**src/rtl/vc_sched_pkg.sv**
```systemverilog
// Shared definitions for the VC-stage scheduler: state encoding, field widths
// and bit positions inside the {vc0,vc1,d0,d1} FIFO error vector.
package vc_sched_pkg;

  localparam int VC_TW = 4;
  localparam int D_TW  = 2;
  localparam int W_W   = 3;

  typedef enum logic [2:0] {
    ST_RESET  = 3'd0,
    ST_INIT   = 3'd1,
    ST_IDLE   = 3'd2,
    ST_ACTIVE = 3'd3,
    ST_ERROR  = 3'd4
  } state_t;

  localparam int ERR_VC0 = 3;
  localparam int ERR_VC1 = 2;
  localparam int ERR_D0  = 1;
  localparam int ERR_D1  = 0;

endpackage

```
**src/rtl/vc_sched_ctrl_wrr_arb2.sv**
```systemverilog
// Two-way weighted round-robin arbiter: the owner keeps the grant for up to
// weight consecutive cycles, then yields to the other VC if it is eligible.
module wrr_arb2
  import vc_sched_pkg::*;
#(
  parameter int WW = W_W
) (
  input  logic          clk,
  input  logic          reset,
  input  logic          en,
  input  logic          elig0,
  input  logic          elig1,
  input  logic [WW-1:0] w0,
  input  logic [WW-1:0] w1,
  output logic          grant0,
  output logic          grant1,
  output logic          owner,
  output logic [WW-1:0] credit
);

  logic [WW-1:0] wt;
  logic [WW-1:0] eff_wt;
  logic          elig_own;
  logic          elig_oth;
  logic          keep;
  logic          swap;
  logic          regrant;
  logic          grant_own;

  // credit == 0 means no grant has been issued yet: the owner has no quota,
  // so the first grant after reset goes to the VC opposite last_grant.
  always_comb begin
    wt       = owner ? w1 : w0;
    eff_wt   = (wt == '0) ? WW'(1) : wt;
    elig_own = owner ? elig1 : elig0;
    elig_oth = owner ? elig0 : elig1;
    keep     = 1'b0;
    swap     = 1'b0;
    regrant  = 1'b0;
    if (elig_own && (credit != '0) && (credit < eff_wt)) keep = 1'b1;
    else if (elig_oth)                                    swap = 1'b1;
    else if (elig_own)                                    regrant = 1'b1;
    grant_own = keep | regrant;
    grant0    = owner ? swap : grant_own;
    grant1    = owner ? grant_own : swap;
  end

  always_ff @(posedge clk) begin
    if (reset) begin
      owner  <= 1'b1;
      credit <= '0;
    end else if (en) begin
      if (keep) begin
        credit <= credit + WW'(1);
      end else if (swap) begin
        owner  <= ~owner;
        credit <= WW'(1);
      end else if (regrant) begin
        credit <= WW'(1);
      end
    end
  end

endmodule

```
**src/rtl/vc_sched_ctrl.sv**
```systemverilog
// VC-stage controller: top-level state machine, threshold latches, and the
// weighted round-robin pop issue to the VC FIFOs under D-FIFO backpressure.
module vc_sched_ctrl
  import vc_sched_pkg::*;
(
  input  logic             clk,
  input  logic             reset,
  input  logic             init,
  input  logic [VC_TW-1:0] cfg_afVC,
  input  logic [VC_TW-1:0] cfg_aeVC,
  input  logic [D_TW-1:0]  cfg_afD,
  input  logic [D_TW-1:0]  cfg_aeD,
  input  logic [W_W-1:0]   cfg_w0,
  input  logic [W_W-1:0]   cfg_w1,
  input  logic             fifo_empty_vc0,
  input  logic             fifo_empty_vc1,
  input  logic             head_dest_vc0,
  input  logic             head_dest_vc1,
  input  logic             fifo_pause_d0,
  input  logic             fifo_pause_d1,
  input  logic [3:0]       fifo_error,
  output logic [VC_TW-1:0] afVC_o,
  output logic [VC_TW-1:0] aeVC_o,
  output logic [D_TW-1:0]  afD_o,
  output logic [D_TW-1:0]  aeD_o,
  output logic             pop_vc0,
  output logic             pop_vc1,
  output logic             pop_delay_vc0,
  output logic             pop_delay_vc1,
  output logic [2:0]       state,
  output logic             idle,
  output logic             error
);

  state_t         st;
  state_t         st_nxt;
  logic [W_W-1:0] w0_q;
  logic [W_W-1:0] w1_q;
  logic           any_err;
  logic           elig0;
  logic           elig1;
  logic           pop_en;
  logic           grant0;
  logic           grant1;
  logic           arb_owner;
  logic [W_W-1:0] arb_credit;

  assign any_err = |fifo_error;
  assign elig0   = !fifo_empty_vc0 && !(head_dest_vc0 ? fifo_pause_d1 : fifo_pause_d0);
  assign elig1   = !fifo_empty_vc1 && !(head_dest_vc1 ? fifo_pause_d1 : fifo_pause_d0);

  // Pops are only issued in ACTIVE and are suppressed in any cycle that is
  // about to leave ACTIVE for ERROR or INIT.
  assign pop_en  = !reset && (st == ST_ACTIVE) && !any_err && !init;
  assign pop_vc0 = pop_en & grant0;
  assign pop_vc1 = pop_en & grant1;
  assign state   = st;

  wrr_arb2 #(.WW(W_W)) u_arb (
    .clk    (clk),
    .reset  (reset),
    .en     (pop_en),
    .elig0  (elig0),
    .elig1  (elig1),
    .w0     (w0_q),
    .w1     (w1_q),
    .grant0 (grant0),
    .grant1 (grant1),
    .owner  (arb_owner),
    .credit (arb_credit)
  );

  // Error outranks init, which outranks normal flow.
  always_comb begin
    st_nxt = st;
    case (st)
      ST_RESET:  st_nxt = ST_INIT;
      ST_INIT:   st_nxt = init ? ST_INIT : ST_IDLE;
      ST_IDLE: begin
        if (any_err)                             st_nxt = ST_ERROR;
        else if (init)                           st_nxt = ST_INIT;
        else if (!fifo_empty_vc0 || !fifo_empty_vc1) st_nxt = ST_ACTIVE;
      end
      ST_ACTIVE: begin
        if (any_err)                             st_nxt = ST_ERROR;
        else if (init)                           st_nxt = ST_INIT;
        else if (fifo_empty_vc0 && fifo_empty_vc1) st_nxt = ST_IDLE;
      end
      ST_ERROR:  st_nxt = ST_ERROR;
      default:   st_nxt = ST_ERROR;
    endcase
  end

  always_ff @(posedge clk) begin
    if (reset) begin
      st            <= ST_RESET;
      idle          <= 1'b0;
      error         <= 1'b0;
      afVC_o        <= '0;
      aeVC_o        <= '0;
      afD_o         <= '0;
      aeD_o         <= '0;
      w0_q          <= '0;
      w1_q          <= '0;
      pop_delay_vc0 <= 1'b0;
      pop_delay_vc1 <= 1'b0;
    end else begin
      st            <= st_nxt;
      idle          <= (st_nxt == ST_IDLE);
      error         <= (st_nxt == ST_ERROR);
      pop_delay_vc0 <= pop_vc0;
      pop_delay_vc1 <= pop_vc1;
      if ((st == ST_INIT) && init) begin
        afVC_o <= cfg_afVC;
        aeVC_o <= cfg_aeVC;
        afD_o  <= cfg_afD;
        aeD_o  <= cfg_aeD;
        w0_q   <= cfg_w0;
        w1_q   <= cfg_w1;
      end
    end
  end

endmodule

```
**config.mk**
```make
export PLATFORM = sky130hd
export DESIGN_NAME = vc_sched_ctrl
export DESIGN_NICKNAME = d
export VERILOG_FILES = /design/src/rtl/vc_sched_pkg.sv /design/src/rtl/vc_sched_ctrl_wrr_arb2.sv /design/src/rtl/vc_sched_ctrl.sv
export SDC_FILE = /design/constraint.sdc
export NUM_CORES = 1
export LEC_CHECK = 0
export BUFFER_PORTS_ARGS = -buffer_cell sky130_fd_sc_hd__buf_4
export CAP_MARGIN = 40
export CORE_UTILIZATION = 31
export CTS_BUF_LIST = sky130_fd_sc_hd__clkbuf_8
export DETAILED_ROUTE_END_ITERATION = 8
export GPL_ROUTABILITY_DRIVEN = 0
export PLACE_DENSITY = 0.61
export SLEW_MARGIN = 20
export SYNTH_ARGS = -nofsm -noshare
export SYNTH_HDL_FRONTEND = slang
export SYNTH_SLANG_ARGS = --single-unit
```
**constraint.sdc**
```tcl
create_clock -name clk -period 8.29 [get_ports clk]
set_input_delay 2.487 -clock clk [delete_from_list [all_inputs] [get_ports clk]]
set_output_delay 2.487 -clock clk [all_outputs]
set_load 0.01 [all_outputs]
```
==> metrics.sh <==
OUTCOME='finished, final reports clean'
DIE_X_UM=66.3
FLOORPLAN.DIE_AREA_UM2=4400
ANT_NETS=0
CORE-AREA_UM2=4000
ANTENNA_FOUND_INITIAL=0
SYNTH.TOP_CELL.AREA_SHARE=0.453
GRT_UTIL_ALL_LAYERS=0.145
GRT_SETUP_UNREPAIRED='false'
MOST_USED_STANDARD_CELLS_IN_THE_SYNTHESIZED_NETLIST='41 x nand2_1, 29 x dfxtp_1, 25 x a21oi_1'
ROUTED_VIA_DENSITY=4.76
AVGROUTEDWIREPERCELL_UM=11.0
CELL_BY_CELL_TRACE_OF_THE_CRITICAL_PATH='buf_4 > mux2_2 > o32ai_1 > o211a_2 > mux2_2 > nor2_1 > buf_4'
TOP_LEVEL_PORTS=52
SLOWEST_STAGE='mux2_2'
YS_SEQ_AREA_FRAC=0.453
HOLD_VIOLATIONS=0
GRT_PASS1_VIAS=1119
FIN_CRIT_NS=6.63
FINAL_SETUP_SKEW_NS=0.00382
CRITPATHARRIVALTIME_NS=4.14
CLOCK.FMAX_MHz=151
SETUP.WORST_PATH.END_CLASS='output pin'
CLK_PIN_SLEW_NS=0.06
DETAILED_ROUTE_DRC_ERROR_COUNT=0
CRIT_FAMILY='multiplexers'
MAXCAPVIOLATIONS=0
IO_BUFFER_COUNT=51
REGTOREGSETUPSLACK_NS=6.12
FINAL.PERIOD_UTILIZATION=0.799
INSERTEDDIODECOUNT=0
CRITPATHREQUIREDTIME_NS=5.80
TRITONCTS='built'
DR.FIRST_ITER.DRC_COUNT=71
FILL_CELLS=430
WORST_HOLD_PATH_TYPE='register to register'
TIGHTEST_SLEW_NS=0.694
ROUTE.FINAL.WIRE_LENGTH_MM=2.84
YS_WARN_COUNT=0
POWER_DENSITY_nW_PER_UM2=172
START_UTIL=0.321
DIE_H_UM=66.3
MAX_SLEW_MARGIN=0.536
GRT_START_MAX_NET_PINS=28
CTS_HOLD_BUFFERS_ADDED=0
PATH_BUF_INV=2
DOMINANTREGCELLSYNTH='dfxtp_1'
NETLIST_INSTANCES=157
CTS.PATH.MAX_BUFFERS=2
HOLD_SLACK_NS=0.450
POST-LAYOUT-TOTAL-POWER_W=0.000305
FINAL-MAX-SLEW-VIOLATION-COUNT=0
SETUP_VIOLATIONS=0
CLKSINKCOUNT=29
CTS_MAX_LEVEL=2
YS_TYPES=28
STARTPOINT_TYPE='primary input'
CRIT_TYPE='primary input to output pin'
SYNTH.TOP_CELLS.BY_AREA='dfxtp_1 45%, nand2_1 12%, a21oi_1 9.8%'
POWER.LEAKAGE_nW=0.758
SYNTHMOSTINSTANTIATEDCELL='nand2_1'
SYNTH_TOP_AREA_CELL='dfxtp_1'
POWER.IR.VDD_WORST_mV=0.118
ASYNC_FLOP_SHARE=0
MAPPEDNETLISTAREA_UM2=1280
FIRST_PASS_ITERS=4
GRT_FIRST_PASS_WIRELENGTH_MM=4.77
LAYOUT-DRIVE-GT1-SHARE=0.327
CLKLATENCYLATEPIN_NS=0.27
CTS_INSERTED_BUFFERS=5
EDFF_COUNT_SYNTH=0
POST_CTS_RESIZED=0
CTS_ROOT_BUFFER='clkbuf_8'
NET_COUNT_FINAL=242
CRITICAL_PATH.MAX_FANOUT=8
CRITICAL-PATH-MAX-STAGE-DELAY_NS=0.36
SYNTH_SEQ_CELLS=29
POST-ROUTE-UTIL=0.443
SETUP-TNS-FINAL_NS=0
SYNTH.NET_COUNT=192
CTS_SETUP_BUFFERS=0
ROW_COUNT=23
LAYOUT_OVERHEAD_ON_THE_SYNTHESIZED_AREA_PCT=38.2
PLACE_HPWL_MM=1.99
AVGSYNTHCELLAREA_UM2=8.17
GLOBAL_ROUTE.OVERFLOW_TOTAL=0
DETAILROUTE.VIA_COUNT=1229
[per-stage QoR]
step                cells  instance area, um2  worst slack (ns)
floorplan             157                1280              1.91
global placement      250                1690              1.80
detailed placement    250                1690              1.73
CTS                   258                1770              1.66
global route          258                1770              1.58
finish                258                1770              1.66
[where the power goes]
part | switching [W] | internal (W)
logic | 0.0000216 | 0.0000244
registers | 0.00000480 | 0.000147
clock network | 0.0000507 | 0.0000567
total | 0.0000771 | 0.000228
[placed cells by master, fill, tap and decap left out, drive strengths merged, types with 3 or more instances in the layout]
| cell type | n |
|---|---|
| nand2 | 41 |
| ha | 4 |
| nor2 | 13 |
| mux2 | 3 |
| nor4b | 3 |
| inv | 4 |
| a21oi | 25 |
| dfxtp | 29 |
| buf | 51 |
| clkbuf | 5 |
| or2 | 3 |
[state kept, by name (all words and copies together) (netlist names), 2 cells and up]
signal	cells
w0_q	3
u_arb.credit	3
aeD_o	2
state	3
w1_q	3
afD_o	2
afVC_o	4
aeVC_o	4
[metal layers]
metal  global-route usage  wire length [um]
met5                    0                 0
met4               0.0798                47
met2                0.230              1280
met1                0.170              1270
met3               0.0500               240
[final timing paths]
| kind | from | endpoint | cells after the start |
|---|---|---|---|
| worst max-delay path | head_dest_vc0 | pop_vc0 | 7 |
| worst min-delay path | w1_q[0] | w1_q[0] | 2 |
| worst max register to register | u_arb.owner | pop_delay_vc0 | 6 |
| worst min register to register | w1_q[0] | w1_q[0] | 2 |
[layout make-up]
| type | count | area, um2 | area share |
|---|---|---|---|
| Clock inverter | 3 | 13.8 | 0.00776 |
| Multi-Input combinational cell | 117 | 653 | 0.368 |
| Clock buffer | 5 | 68.8 | 0.0388 |
| Timing Repair Buffer | 51 | 383 | 0.216 |
| Sequential cell | 29 | 581 | 0.327 |
| Tap cell | 50 | 62.6 | 0.0353 |
| Inverter | 3 | 11.3 | 0.00635 |
[cells by family after synthesis]
| family | Yosys count | share of synthesized area |
|---|---|---|
| buffers and inverters | 11 | 0.0381 |
| and+or+nand+nor | 73 | 0.266 |
| adders and majority gates | 4 | 0.0390 |
| AOI/OAI and AO/OA | 35 | 0.162 |
| muxes | 5 | 0.0419 |
| DFF | 29 | 0.453 |
[worst register-to-register path, cell delays in order, from the launching register on]
cell      delay, ns
dfxtp_1        0.59
mux2i_1        0.24
ha_1           0.26
a221oi_1       0.26
o211a_2        0.32
mux2_2         0.36
nor2_1         0.07
No activity file was read; power rests on OpenSTA's default activity.
